<file path="config.mk">
export PLATFORM = sky130hd
export DESIGN_NAME = pipo_load_arbiter_flat
export DESIGN_NICKNAME = d
export VERILOG_FILES = /design/src/rtl/pipo_load_arbiter_if.sv /design/src/rtl/pipo_load_arbiter.sv /design/src/flat_wrapper.sv
export SDC_FILE = /design/constraint.sdc
export NUM_CORES = 1
export LEC_CHECK = 0
export CORE_MARGIN = 8
export CORE_UTILIZATION = 45
export CTS_BUF_LIST = sky130_fd_sc_hd__clkbuf_8
export DETAILED_ROUTE_END_ITERATION = 16
export PLACE_DENSITY_LB_ADDON = 0.05
export SYNTH_ARGS = -nofsm -noshare
export SYNTH_HDL_FRONTEND = slang
export SYNTH_SLANG_ARGS = --single-unit
</file>
<file path="constraint.sdc">
create_clock -name clk -period 3.4 [get_ports clk]
set_clock_uncertainty 0.1 [all_clocks]
set_input_delay 0.68 -clock clk [delete_from_list [all_inputs] [get_ports clk]]
set_output_delay 0.68 -clock clk [all_outputs]
set_load 0.02 [all_outputs]
</file>
<file path="src/rtl/pipo_load_arbiter_if.sv">
// Bus between the requesters and the shared holding-register arbiter.
interface pipo_load_arbiter_if #(
   parameter int NREQ  = 4,
   parameter int WIDTH = 3,
   parameter int IDW   = 2
);
   logic [NREQ-1:0]       req;
   logic [NREQ*WIDTH-1:0] din;
   logic [NREQ-1:0]       grant;
   logic [NREQ-1:0]       ack;
   logic [WIDTH-1:0]      q;
   logic                  busy;
   logic [IDW-1:0]        last_id;

   modport master (
      output req,
      output din,
      input  grant,
      input  ack,
      input  q,
      input  busy,
      input  last_id
   );

   modport slave (
      input  req,
      input  din,
      output grant,
      output ack,
      output q,
      output busy,
      output last_id
   );
endinterface

</file>
<file path="src/rtl/pipo_load_arbiter.sv">
// Round-robin arbiter that shares one parallel-in/parallel-out register
// among NREQ requesters, with a programmable idle gap after each ack.
module pipo_load_arbiter #(
   parameter int NREQ  = 4,
   parameter int WIDTH = 3,
   parameter int IDW   = 2,
   parameter int GAP   = 2
) (
   input logic                clk,
   input logic                rst,
   pipo_load_arbiter_if.slave bus
);

   typedef enum logic [1:0] {IDLE, LOAD, ACK} state_t;

   localparam logic [NREQ-1:0] ONE_HOT0 = {{(NREQ-1){1'b0}}, 1'b1};

   state_t           state;
   logic [IDW-1:0]   win;
   logic [IDW-1:0]   rr_ptr;
   logic [3:0]       gap_cnt;
   logic [IDW-1:0]   pick;
   logic             pick_valid;
   logic [IDW:0]     scan_sum;
   logic [IDW-1:0]   scan_idx;
   logic [WIDTH-1:0] din_arr [NREQ];

   // Split the flat data bus into one slice per requester.
   always_comb begin
      for (int i = 0; i < NREQ; i++) begin
         din_arr[i] = bus.din[i*WIDTH +: WIDTH];
      end
   end

   // Find the first requester at or above the rotation pointer, wrapping at NREQ.
   always_comb begin
      pick       = '0;
      pick_valid = 1'b0;
      scan_sum   = '0;
      scan_idx   = '0;
      for (int k = 0; k < NREQ; k++) begin
         scan_sum = {1'b0, rr_ptr} + (IDW+1)'(k);
         if (scan_sum >= (IDW+1)'(NREQ)) begin
            scan_sum = scan_sum - (IDW+1)'(NREQ);
         end
         scan_idx = scan_sum[IDW-1:0];
         if (!pick_valid && bus.req[scan_idx]) begin
            pick_valid = 1'b1;
            pick       = scan_idx;
         end
      end
   end

   // Sequencer: arbitrate in IDLE, load the register in LOAD, pulse ack in ACK.
   always_ff @(posedge clk or posedge rst) begin
      if (rst) begin
         state       <= IDLE;
         win         <= '0;
         rr_ptr      <= '0;
         gap_cnt     <= '0;
         bus.grant   <= '0;
         bus.ack     <= '0;
         bus.q       <= '0;
         bus.last_id <= '0;
      end else begin
         case (state)
            IDLE: begin
               bus.ack <= '0;
               if (gap_cnt != 4'd0) begin
                  gap_cnt <= gap_cnt - 4'd1;
               end else if (pick_valid) begin
                  win       <= pick;
                  bus.grant <= ONE_HOT0 << pick;
                  state     <= LOAD;
               end
            end
            LOAD: begin
               bus.q       <= din_arr[win];
               bus.last_id <= win;
               bus.grant   <= '0;
               bus.ack     <= ONE_HOT0 << win;
               state       <= ACK;
            end
            ACK: begin
               bus.ack <= '0;
               rr_ptr  <= (win == IDW'(NREQ-1)) ? '0 : win + IDW'(1);
               gap_cnt <= 4'(GAP);
               state   <= IDLE;
            end
            default: begin
               state     <= IDLE;
               bus.grant <= '0;
               bus.ack   <= '0;
            end
         endcase
      end
   end

   assign bus.busy = (state != IDLE) || (gap_cnt != 4'd0);

endmodule

</file>
<file path="src/flat_wrapper.sv">
// flat-port wrapper written by rule: the top's interface ports become plain ports
module pipo_load_arbiter_flat 
#(
   parameter int NREQ  = 4,
   parameter int WIDTH = 3,
   parameter int IDW   = 2,
   parameter int GAP   = 2
)
  (clk, rst, bus_req, bus_din, bus_grant, bus_ack, bus_q, bus_busy, bus_last_id);
  pipo_load_arbiter_if #(.NREQ(NREQ), .WIDTH(WIDTH), .IDW(IDW)) bus_i ();
  input logic clk;
  input logic rst;
  input wire logic [$bits(bus_i.req)-1:0] bus_req;
  input wire logic [$bits(bus_i.din)-1:0] bus_din;
  output wire logic [$bits(bus_i.grant)-1:0] bus_grant;
  output wire logic [$bits(bus_i.ack)-1:0] bus_ack;
  output wire logic [$bits(bus_i.q)-1:0] bus_q;
  output wire logic [$bits(bus_i.busy)-1:0] bus_busy;
  output wire logic [$bits(bus_i.last_id)-1:0] bus_last_id;
  assign bus_i.req = bus_req;
  assign bus_i.din = bus_din;
  assign bus_grant = bus_i.grant;
  assign bus_ack = bus_i.ack;
  assign bus_q = bus_i.q;
  assign bus_busy = bus_i.busy;
  assign bus_last_id = bus_i.last_id;
  pipo_load_arbiter #(.NREQ(NREQ), .WIDTH(WIDTH), .IDW(IDW), .GAP(GAP)) u_core (.clk(clk), .rst(rst), .bus(bus_i));
endmodule
</file>
After elaboration in Yosys (flattened, before gate mapping) --
Index checks and enable logic that the tools add are counted.
Storage, ports and cells: register bits 23, input port bits 18, output and inout bits 14, word-level logic and storage cells 85
Cells by class: add/sub/neg operators 9, $lt $le $gt $ge 9, eq/ne operators 6, shift-type cells 2, multiplexer cells 33, bitwise logic cells 3, reductions and logical operators 15
Operators with widths (count):
- $mux 2 | 11
- $mux 4 | 4
- $pmux 4 s2 | 2
- $ge 3x3->1 const B | 4
- $lt 2x3->1 const B | 4
- $bmux 1 s2 | 4
- $mux 1 | 8
- $shl 1x2->4 const A | 2
- $sub 2x1->2 const B | 4
- $add 2x2->3 const B | 2
- $bmux 3 s2 | 1
- $mux 3 | 2
- $reduce_and 3->1 | 2
- $eq 2x2->1 const B | 2
- $ne 2x1->1 const B | 2
- $pmux 2 s2 | 1
- $reduce_and 2->1 | 2
- $reduce_bool 2->1 | 2
- $reduce_bool 4->1 | 1
- $sub 4x1->4 const B | 1
- $add 2x1->3 const B | 1
- $ge 2x3->1 const B | 1
- $logic_and 1x1->1 | 3
- $logic_not 1->1 | 3
- other kinds (7) | 8

Longest topological paths before layout --
Gate-level depths: netlist of the first run.
depth in word-level cells 18, gate-level depth with buffers 7, mapped depth without buffers 7

Worst setup path after synthesis of the first run --
No wires, ideal clock.
kind register -> output, start point register u_core.gap_cnt[0], end point output bus_busy, data arrival time 1.051 ns, required time 2.620 ns, path slack 1.569 ns, cell stages (with the launch flop) 5, buffers on the path 0, path through dfrtp_1 inv_1 ha_1 nor4b_4 nand2b_1
Between the ends: word-level cells in the longest chain between the ends 2
RTL lines:
- start: declaration | RTL line pipo_load_arbiter.sv:21 | logic [3:0] gap_cnt;
- start signal: assignment | RTL line pipo_load_arbiter.sv:70 | gap_cnt <= gap_cnt - 4'd1;
- start signal: assignment | RTL line pipo_load_arbiter.sv:87 | gap_cnt <= 4'(GAP);
- $reduce_bool 4->1 | RTL line pipo_load_arbiter.sv:99 | assign bus.busy = (state != IDLE) || (gap_cnt != 4'd0);
- $logic_or 1x1->1 | RTL line pipo_load_arbiter.sv:99
- end: declaration | RTL line flat_wrapper.sv:18 | output wire logic [$bits(bus_i.busy)-1:0] bus_busy;
Every way passes these cells.

Final worst setup path of the first run --
Same ends and word-level chain as after synthesis.

==> flow_metrics.tcl, run 1 <==
set metrics [dict create \
    hpwl_um 1800 \
    synth_area_um2 1180 \
    crit_path_end_kind "primary output" \
    grt-ovfl-total 0 \
    die_w_um 67.3 \
    nets 156 \
    worst_slack_ns 0.745 \
    grt.total_usage 0.105 \
    p_seq_frac 0.397 \
    min_period_ns 2.66 \
    synth.avg_cell_area_um2 11.8 \
    grt_max_degree 24 \
    clk_path_buf_depth 2 \
    die-area_um2 4530 \
    critPathKind "reg2out" \
    setup_tns_ns 0 \
    p_leak_nw 0.671 \
    core_um2 2480 \
    start_util 0.478 \
    drv_cap 0 \
    ioPinCount 32 \
    ys_seq_area_frac 0.486 \
    clk_latency_ns 0.26 \
    period_share 0.781 \
    gp_congestion 0.725 \
    clock-sinks 23 \
    grt_setup_unrepaired "no" \
    grt_first_pass_wirelength_um 3610 \
    worstPathMaxFanout 5 \
    setup_viol 0 \
    cts_tree "yes" \
    p_int_mw 0.803 \
    fmax_ghz 0.377 \
    place_ws_ns 0.997 \
    drive_above_1_share 0.136 \
    p_switching_mw 0.489 \
    hold_viol 0 \
    numCtsBuffers 3 \
    area_delta_synth_final_pct 32.1 \
    port_buffers 31 \
    post-route-util 0.631 \
    clkPwrFrac 0.127 \
    grt_antenna_before_repair 0 \
    post_cts_buffers 0 \
    outcome "finished clean" \
    htreeDepth 1 \
    clk_pin_slew_ns 0.08 \
    cts_root_buffer "clkbuf_8" \
    p_comb_frac 0.477 \
    cts_resized 0 \
    powerDensity_nw_per_um2 826 \
    hold_slack_ns 0.414 \
    diodes 0 \
    rrSetupSlack_ns 1.49 \
    finalMaxSlewViolations 0 \
    total_power_mw 1.29 \
    worstPathArrival_ns 1.88 \
    wire_per_inst_um 14.3 \
    vias_per_cell 5.20 \
    num_vias 842 \
    synthCells 100 \
    worst_pin_slew_ns 0.839 \
    ys_ff_latch 23 \
    grt_pass1_vias 828 \
    synth_nets 123 \
    row_count 18 \
    min_path_type "reg2reg" \
    relSlewSlack 0.440 \
    yosys_warnings 0 \
    drc 0 \
    switching_share 0.378 \
    drt_first_iter_violations 36 \
    synthDistinctLibCells 33 \
    ir_worst_vdd_v 0.000567 \
    drt-pass1-iter-count 4 \
    cts.hold.buffers_added 0 \
    final_antenna_net_count 0 \
    die_h_um 67.3 \
    cp-start-kind "register" \
    cp.required_ns 2.62 \
    wl_um 2320 \
]
layer usage:
| metal | global-route usage | wire length (um) |
|---|---|---|
| met5 | 0 | 0 |
| met4 | 0.0444 | 19 |
| met3 | 0.0530 | 158 |
| met2 | 0.184 | 1200 |
| met1 | 0.104 | 938 |
cells in the final DEF, fill, tap and decap left out, types with 2 or more instances in the layout:
master / Yosys / final
a21oi_1: 5 / 5
and2_1: 4 / 4
clkbuf_8: 0 / 3
clkdlybuf4s50_1: 0 / 31
dfrtp_1: 23 / 23
ha_1: 5 / 5
inv_1: 8 / 9
mux2_2: 6 / 6
mux2i_1: 3 / 3
mux4_2: 3 / 3
nand2_1: 5 / 5
nand2b_1: 5 / 5
nor2_1: 5 / 5
nor3_1: 2 / 2
nor3b_1: 2 / 2
o21ai_0: 3 / 3
o32ai_1: 2 / 2
cell usage after synthesis (all sizes together):
master / instances / area share
a21oi: 5 / 0.021
a31o: 2 / 0.015
a31oi: 1 / 0.0053
and2: 4 / 0.021
buf: 1 / 0.0042
clkbuf: 2 / 0.0063
dfrtp: 23 / 0.49
ha: 5 / 0.053
inv: 9 / 0.031
mux2: 7 / 0.070
mux2i: 3 / 0.025
mux4: 3 / 0.057
nand2: 5 / 0.016
nand2b: 6 / 0.038
nor2: 5 / 0.016
nor2b: 1 / 0.0053
nor3: 2 / 0.0085
nor3b: 2 / 0.013
nor4: 1 / 0.0053
nor4b: 2 / 0.027
o21a: 1 / 0.0063
o21ai: 3 / 0.013
o22a: 1 / 0.0074
o22ai: 1 / 0.0053
o31ai: 1 / 0.0063
o32ai: 2 / 0.015
o41a: 1 / 0.018
or3: 1 / 0.0053
through the flow:
| stage | area [um2] | std cells |
|---|---|---|
| floorplan | 1180 | 100 |
| global placement | 1520 | 158 |
| detailed placement | 1520 | 158 |
| CTS | 1560 | 162 |
| global route | 1560 | 162 |
| finish | 1560 | 162 |
power by group through the flow:
stage	Sequential [mW]	Combinational [mW]	Clock, mW
final	0.512	0.615	0.163
after global routing	0.534	0.672	0.181
after CTS	0.515	0.624	0.170
after detailed placement	0.521	0.622	0
after global placement	0.517	0.609	0
after floorplan	0.536	0.388	0
area by class of cell:
class                      instances  area (um2)
clock buffer                       3        41.3
sequential                        23         576
fill                             215         913
clock inverter                     1        3.75
inverter                           9        36.3
tap                               30        37.5
timing repair buffer              31         310
multi-input combinational         65         559
worst paths after layout:
| check | from | to | cells after the start |
|---|---|---|---|
| setup / recovery | u_core.gap_cnt[0] | bus_busy | 5 |
| hold / removal | u_core.bus.q[0] | u_core.bus.q[0] | 1 |
| setup reg to reg | u_core.gap_cnt[0] | u_core.win[0] | 7 |
| hold reg to reg | u_core.bus.q[0] | u_core.bus.q[0] | 1 |
| max in group asynchronous | rst | u_core.state[0] | 2 |
| min in group asynchronous | rst | u_core.bus.ack[2] | 2 |
registers in the layout, summed over array words and instances, names as in the netlist:
name / cells
u_core.bus.ack: 4
u_core.win: 2
u_core.bus.last_id: 2
u_core.gap_cnt: 4
u_core.rr_ptr: 2
u_core.bus.grant: 4
u_core.state: 2
u_core.bus.q: 3
cells by family (layout without fill, tap and decap cells):
| logic type | count (synthesis) | after routing | share of synthesized area |
|---|---|---|---|
| buf+inv | 12 | 44 | 0.0412 |
| simple gates | 29 | 29 | 0.155 |
| flops | 23 | 23 | 0.486 |
| fa+ha+maj | 5 | 5 | 0.0529 |
| compound gates | 18 | 18 | 0.112 |
| mux | 13 | 13 | 0.152 |
critical path, stage by stage, from the launching register on:
cell and delay [ns]:
dfrtp_1 0.41, inv_1 0.07, ha_1 0.19, nor4b_4 0.31
nand2b_1 0.09, clkdlybuf4s50_1 0.54
(Power assumes the default switching activity.)
==> run 2: changes to the inputs <==
--- a/config.mk
+++ b/config.mk
@@ -6,7 +6,7 @@
 export NUM_CORES = 1
 export LEC_CHECK = 0
 export CORE_MARGIN = 8
-export CORE_UTILIZATION = 45
+export CORE_UTILIZATION = 44
 export CTS_BUF_LIST = sky130_fd_sc_hd__clkbuf_8
 export DETAILED_ROUTE_END_ITERATION = 16
 export PLACE_DENSITY_LB_ADDON = 0.05
==> constraint.sdc (replaced) <==
create_clock -name clk -period 2.2 [get_ports clk]
set_clock_uncertainty 0.1 [all_clocks]
set_input_delay 0.44 -clock clk [delete_from_list [all_inputs] [get_ports clk]]
set_output_delay 0.44 -clock clk [all_outputs]
set_load 0.02 [all_outputs]
==> flow_metrics.tcl, run 2 (same netlist as run 1, synthesis figures left out) <==
set metrics [dict create \
    period_share 0.946 \
    outcome "finished clean" \
    core_um2 2660 \
    p_switching_mw 0.779 \
    cp.required_ns 1.66 \
    start_util 0.445 \
    cts_tree "yes" \
    min_path_type "in2async" \
    met1_usage 0.120 \
    min_period_ns 2.08 \
    crit_buf_inv 2 \
    drt_first_iter_violations 31 \
    cts_root_buffer "clkbuf_8" \
    critPathKind "reg2out" \
    final_antenna_net_count 0 \
    nets 163 \
    clk_path_buf_depth 2 \
    design_area_um2 1620 \
    cp_top_family "flip-flops" \
    htreeDepth 1 \
    crit_chain "inv_1 > ha_1 > nor4b_4 > nand2b_1 > clkdlybuf4s15_1" \
    worstPathMaxFanout 4 \
    cp-start-kind "register" \
    setup_tns_ns 0 \
    relSlewSlack 0.753 \
    wire_per_inst_um 15.1 \
    vias_per_cell 5.24 \
    die-area_um2 4610 \
    crit_path_end_kind "primary output" \
    port_buffers 31 \
    switching_share 0.377 \
    finalMaxSlewViolations 0 \
    ioPinCount 32 \
    wl_um 2570 \
    grt-ovfl-total 0 \
    largest_registers "u_core.bus.ack x4, u_core.bus.grant x4, u_core.gap_cnt x4" \
    diodes 0 \
    grtUsageMet3 0.0475 \
    num_vias 891 \
    worstPathArrival_ns 1.54 \
    grt_max_degree 24 \
    final_common_cell "clkdlybuf4s50_1" \
    worst_pin_slew_ns 0.370 \
    nFillCells 234 \
    grt_antenna_before_repair 0 \
    area_delta_synth_final_pct 36.7 \
    row_count 19 \
    ir_worst_vdd_v 0.000893 \
    clk_latency_ns 0.26 \
    grt.total_usage 0.117 \
    gp_congestion 0.756 \
    hold_viol 0 \
    clkPwrFrac 0.124 \
    p_int_mw 1.29 \
    critPathMaxStageDelay_ns 0.42 \
    fmax_ghz 0.480 \
    drive_above_1_share 0.180 \
    drt-pass1-iter-count 2 \
    total_power_mw 2.07 \
    p_seq_frac 0.372 \
    drv_cap 0 \
    die_w_um 67.9 \
    place_area_um2 1570 \
    seq_area_um2 576 \
    clock-sinks 23 \
    top_usage_layer "met2" \
    setup_viol 0 \
    hpwl_um 1930 \
    p_leak_nw 0.707 \
    multi_input_area_um2 559 \
    cts.hold.buffers_added 0 \
    numCtsBuffers 3 \
    grtUsageMet2 0.205 \
    grt_pass1_vias 908 \
    crit_slowest_cell "dfrtp_1" \
    die_h_um 67.9 \
    drc 0 \
    grt_setup_unrepaired "no" \
    p_comb_frac 0.503 \
    layout_common_cells "clkdlybuf4s50_1, dfrtp_1, inv_1" \
    powerDensity_nw_per_um2 1280 \
    clk_pin_slew_ns 0.08 \
    grt_first_pass_wirelength_um 4030 \
]
==> run 2: cell count changes in the layout (fill, tap and decap cells not counted), sizes merged <==
cell | before | now
buf | 0 | 7
clkdlybuf4s15 | 0 | 1
clkdlybuf4s50 | 31 | 30
==> run 2: repair_timing <==
item / in CTS / in global routing
resized for setup: 1 / 1
cloned: 0 / 0
setup buffers: 0 / 1
setup endpoints to repair: 1 / 1
==> run 2: worst min-delay path, stage by stage <==
cell,delay (ns)
clkdlybuf4s50_1,0.40
inv_1,0.05
buf_4,0.28
==> run 2: routing by layer <==
metal  vias to the layer above  share of wire
li1                        435              -
met1                       437           0.38
met2                        15           0.54
met3                         4          0.065
met4                         0          0.017
met5                         -              0
==> run 2: path summary, 6_finish.rpt <==
| kind | start | end | slack [ns] | depth (start not counted) |
|---|---|---|---|---|
| setup / recovery | u_core.gap_cnt[0] | bus_busy | 0.12 | 5 |
| hold / removal | rst | u_core.bus.q[0] | 0.41 | 3 |
| setup reg to reg | u_core.gap_cnt[0] | u_core.win[0] | 0.30 | 8 |
| hold reg to reg | u_core.bus.q[1] | u_core.bus.q[1] | 0.41 | 1 |
| max in group asynchronous | rst | u_core.bus.grant[0] | 1.35 | 3 |
| min in group clk | u_core.bus.q[1] | u_core.bus.q[1] | 0.41 | 1 |
==> run 2: final cells by class <==
class                      count  area share
sequential                    23       0.356
clock inverter                 1     0.00232
inverter                       9      0.0224
multi-input combinational     65       0.346
tap                           31      0.0240
clock buffer                   3      0.0255
timing repair buffer          38       0.224
==> run 2: power by group through the flow <==
stage	clock (mW)	sequential (mW)	combinational [mW]
2_1_floorplan	0	0.828	0.600
3_3_place_gp	0	0.776	1.01
3_5_place_dp	0	0.786	1.04
4_1_cts	0.270	0.775	1.04
5_1_grt	0.290	0.799	1.14
6_report	0.257	0.770	1.04
==> run 2: per-stage QoR <==
stage               setup WS, ns   util  hold slack (ns)  std cells
floorplan                  0.467      -            0.342        100
global placement           0.129  0.588            0.391        165
detailed placement         0.113  0.588            0.398        165
CTS                       0.0612  0.604            0.417        169
global route             0.00844  0.608            0.436        170
finish                     0.118  0.608            0.411        170
==> run 3: changes to the inputs <==
--- a/config.mk
+++ b/config.mk
@@ -6,10 +6,11 @@
 export NUM_CORES = 1
 export LEC_CHECK = 0
 export CORE_MARGIN = 8
-export CORE_UTILIZATION = 44
-export CTS_BUF_LIST = sky130_fd_sc_hd__clkbuf_8
+export CORE_UTILIZATION = 42
+export CTS_BUF_LIST = sky130_fd_sc_hd__clkbuf_4 sky130_fd_sc_hd__clkbuf_8 sky130_fd_sc_hd__clkbuf_16
 export DETAILED_ROUTE_END_ITERATION = 16
 export PLACE_DENSITY_LB_ADDON = 0.05
+export SLEW_MARGIN = 10
 export SYNTH_ARGS = -nofsm -noshare
 export SYNTH_HDL_FRONTEND = slang
 export SYNTH_SLANG_ARGS = --single-unit
==> flow_metrics.tcl, run 3 (same netlist as run 1, synthesis figures left out) <==
set metrics [dict create \
    reg2reg_from "u_core.gap_cnt[0]" \
    clk_latency_ns 0.31 \
    worstPathMaxFanout 3 \
    grt-ovfl-total 0 \
    core_um2 2710 \
    ir_worst_vdd_v 0.000699 \
    fmax_ghz 0.509 \
    min_path_type "in2async" \
    crit_path_end_kind "primary output" \
    powerDensity_nw_per_um2 1260 \
    worst_pin_slew_ns 0.395 \
    clk_pin_slew_ns 0.12 \
    place_ws_ns 0.0986 \
    place_area_um2 1570 \
    switching_share 0.381 \
    area_delta_synth_final_pct 35.8 \
    final_antenna_net_count 0 \
    grt_antenna_before_repair 0 \
    p_switching_mw 0.773 \
    ff2ff_path_depth 8 \
    clk_path_buf_depth 2 \
    die_w_um 69.1 \
    nets 164 \
    htreeDepth 1 \
    worst_slack_ns 0.235 \
    worstPathArrival_ns 1.42 \
    gp_congestion 0.796 \
    p_comb_frac 0.525 \
    placed_cells 166 \
    p_leak_nw 0.701 \
    drc 0 \
    final_common_cell "clkdlybuf4s50_1" \
    drive_above_1_share 0.207 \
    cts_tree "yes" \
    hold_slack_ns 0.350 \
    cp-start-kind "register" \
    diodes 0 \
    grt_first_pass_wirelength_um 4450 \
    setup_tns_ns 0 \
    stdcell_count 171 \
    drt_first_iter_violations 53 \
    period_share 0.893 \
    grt_setup_unrepaired "no" \
    drt-pass1-iter-count 4 \
    numCtsBuffers 3 \
    cp.required_ns 1.66 \
    grt.total_usage 0.110 \
    min_period_ns 1.96 \
    clkPwrFrac 0.103 \
    hold_viol 0 \
    dr_wl_met2_um 1190 \
    relSlewSlack 0.737 \
    grt_max_degree 24 \
    row_count 19 \
    largest_registers "u_core.bus.ack x4, u_core.bus.grant x4, u_core.gap_cnt x4" \
    wire_per_inst_um 14.7 \
    wl_met3_um 165 \
    outcome "finished clean" \
    p_int_mw 1.25 \
    critPathKind "reg2out" \
    clock-sinks 23 \
    design_area_um2 1610 \
    start_util 0.437 \
    p_seq_frac 0.373 \
    ioPinCount 32 \
    hpwl_um 1940 \
    grt_pass1_vias 942 \
    num_vias 899 \
    setup_viol 0 \
    port_buffers 31 \
    top_layer_used "met4" \
    drv_cap 0 \
    wl_um 2520 \
    cts_root_buffer "clkbuf_4" \
    layout_common_cells "clkdlybuf4s50_1, dfrtp_1, inv_1, buf_4, mux2_2" \
    die_h_um 69.1 \
    drt-met1-wl_um 1130 \
    vias_per_cell 5.26 \
    finalMaxSlewViolations 0 \
    crit_path_start "u_core.gap_cnt[0]" \
    die-area_um2 4770 \
]
run 3: cell types whose count changed in the layout (fill, tap and decap cells not counted), sizes merged:
| cell | previous run | this run |
|---|---|---|
| inv | 10 | 9 |
| buf | 7 | 8 |
| clkbuf | 3 | 5 |
| clkdlybuf4s15 | 1 | 0 |
run 3: routing by layer:
| metal | GRT usage | vias to the layer above |
|---|---|---|
| met3 | 0.0429 | 4 |
| met4 | 0.0410 | 0 |
| li1 | - | 434 |
| met1 | 0.128 | 436 |
| met2 | 0.176 | 25 |
| met5 | 0 | - |
run 3: area by class of cell:
| cell class | count | area, um2 |
|---|---|---|
| inverters | 9 | 36.3 |
| fillers | 248 | 1100 |
| repair buffers | 39 | 365 |
| well taps | 31 | 38.8 |
| clock buffers | 4 | 30.0 |
| flip-flops and latches | 23 | 576 |
| multi-input cells | 65 | 562 |
run 3: power by group through the flow:
stage / Clock, mW / Sequential, mW / Combinational, mW
3_3_place_gp: 0 / 0.768 / 1.04
2_1_floorplan: 0 / 0.828 / 0.600
6_report: 0.208 / 0.756 / 1.06
4_1_cts: 0.215 / 0.762 / 1.08
3_5_place_dp: 0 / 0.777 / 1.06
5_1_grt: 0.236 / 0.782 / 1.17
run 3: worst paths after layout:
| check | slack, ns | end |
|---|---|---|
| hold / removal | 0.35 | u_core.gap_cnt[1] |
| max in group asynchronous | 1.43 | u_core.rr_ptr[1] |
| hold reg to reg | 0.42 | u_core.bus.q[2] |
| setup reg to reg | 0.35 | u_core.win[0] |
| setup / recovery | 0.24 | bus_busy |
| min in group clk | 0.42 | u_core.bus.q[2] |
run 3: critical path: stages, from the launching register on:
cell	delay, ns
dfrtp_1	0.41
inv_1	0.07
ha_2	0.19
nor4b_4	0.21
nand2b_1	0.09
clkbuf_2	0.16
run 3: what timing repair did:
item | 4_1_cts | 5_1_grt
resized for setup | 1 | 3
pin swaps | 0 | 0
buffers inserted | 1 | 0
setup endpoints to repair | 1 | 1
hold buffers | 0 | 0
gates cloned | 0 | 0
run 3: per-stage QoR:
step | power [mW] | util
finish | 2.03 | 0.593
global route | 2.19 | 0.593
CTS | 2.06 | 0.594
detailed placement | 1.83 | 0.580
global placement | 1.81 | 0.580
floorplan | 1.43 | -
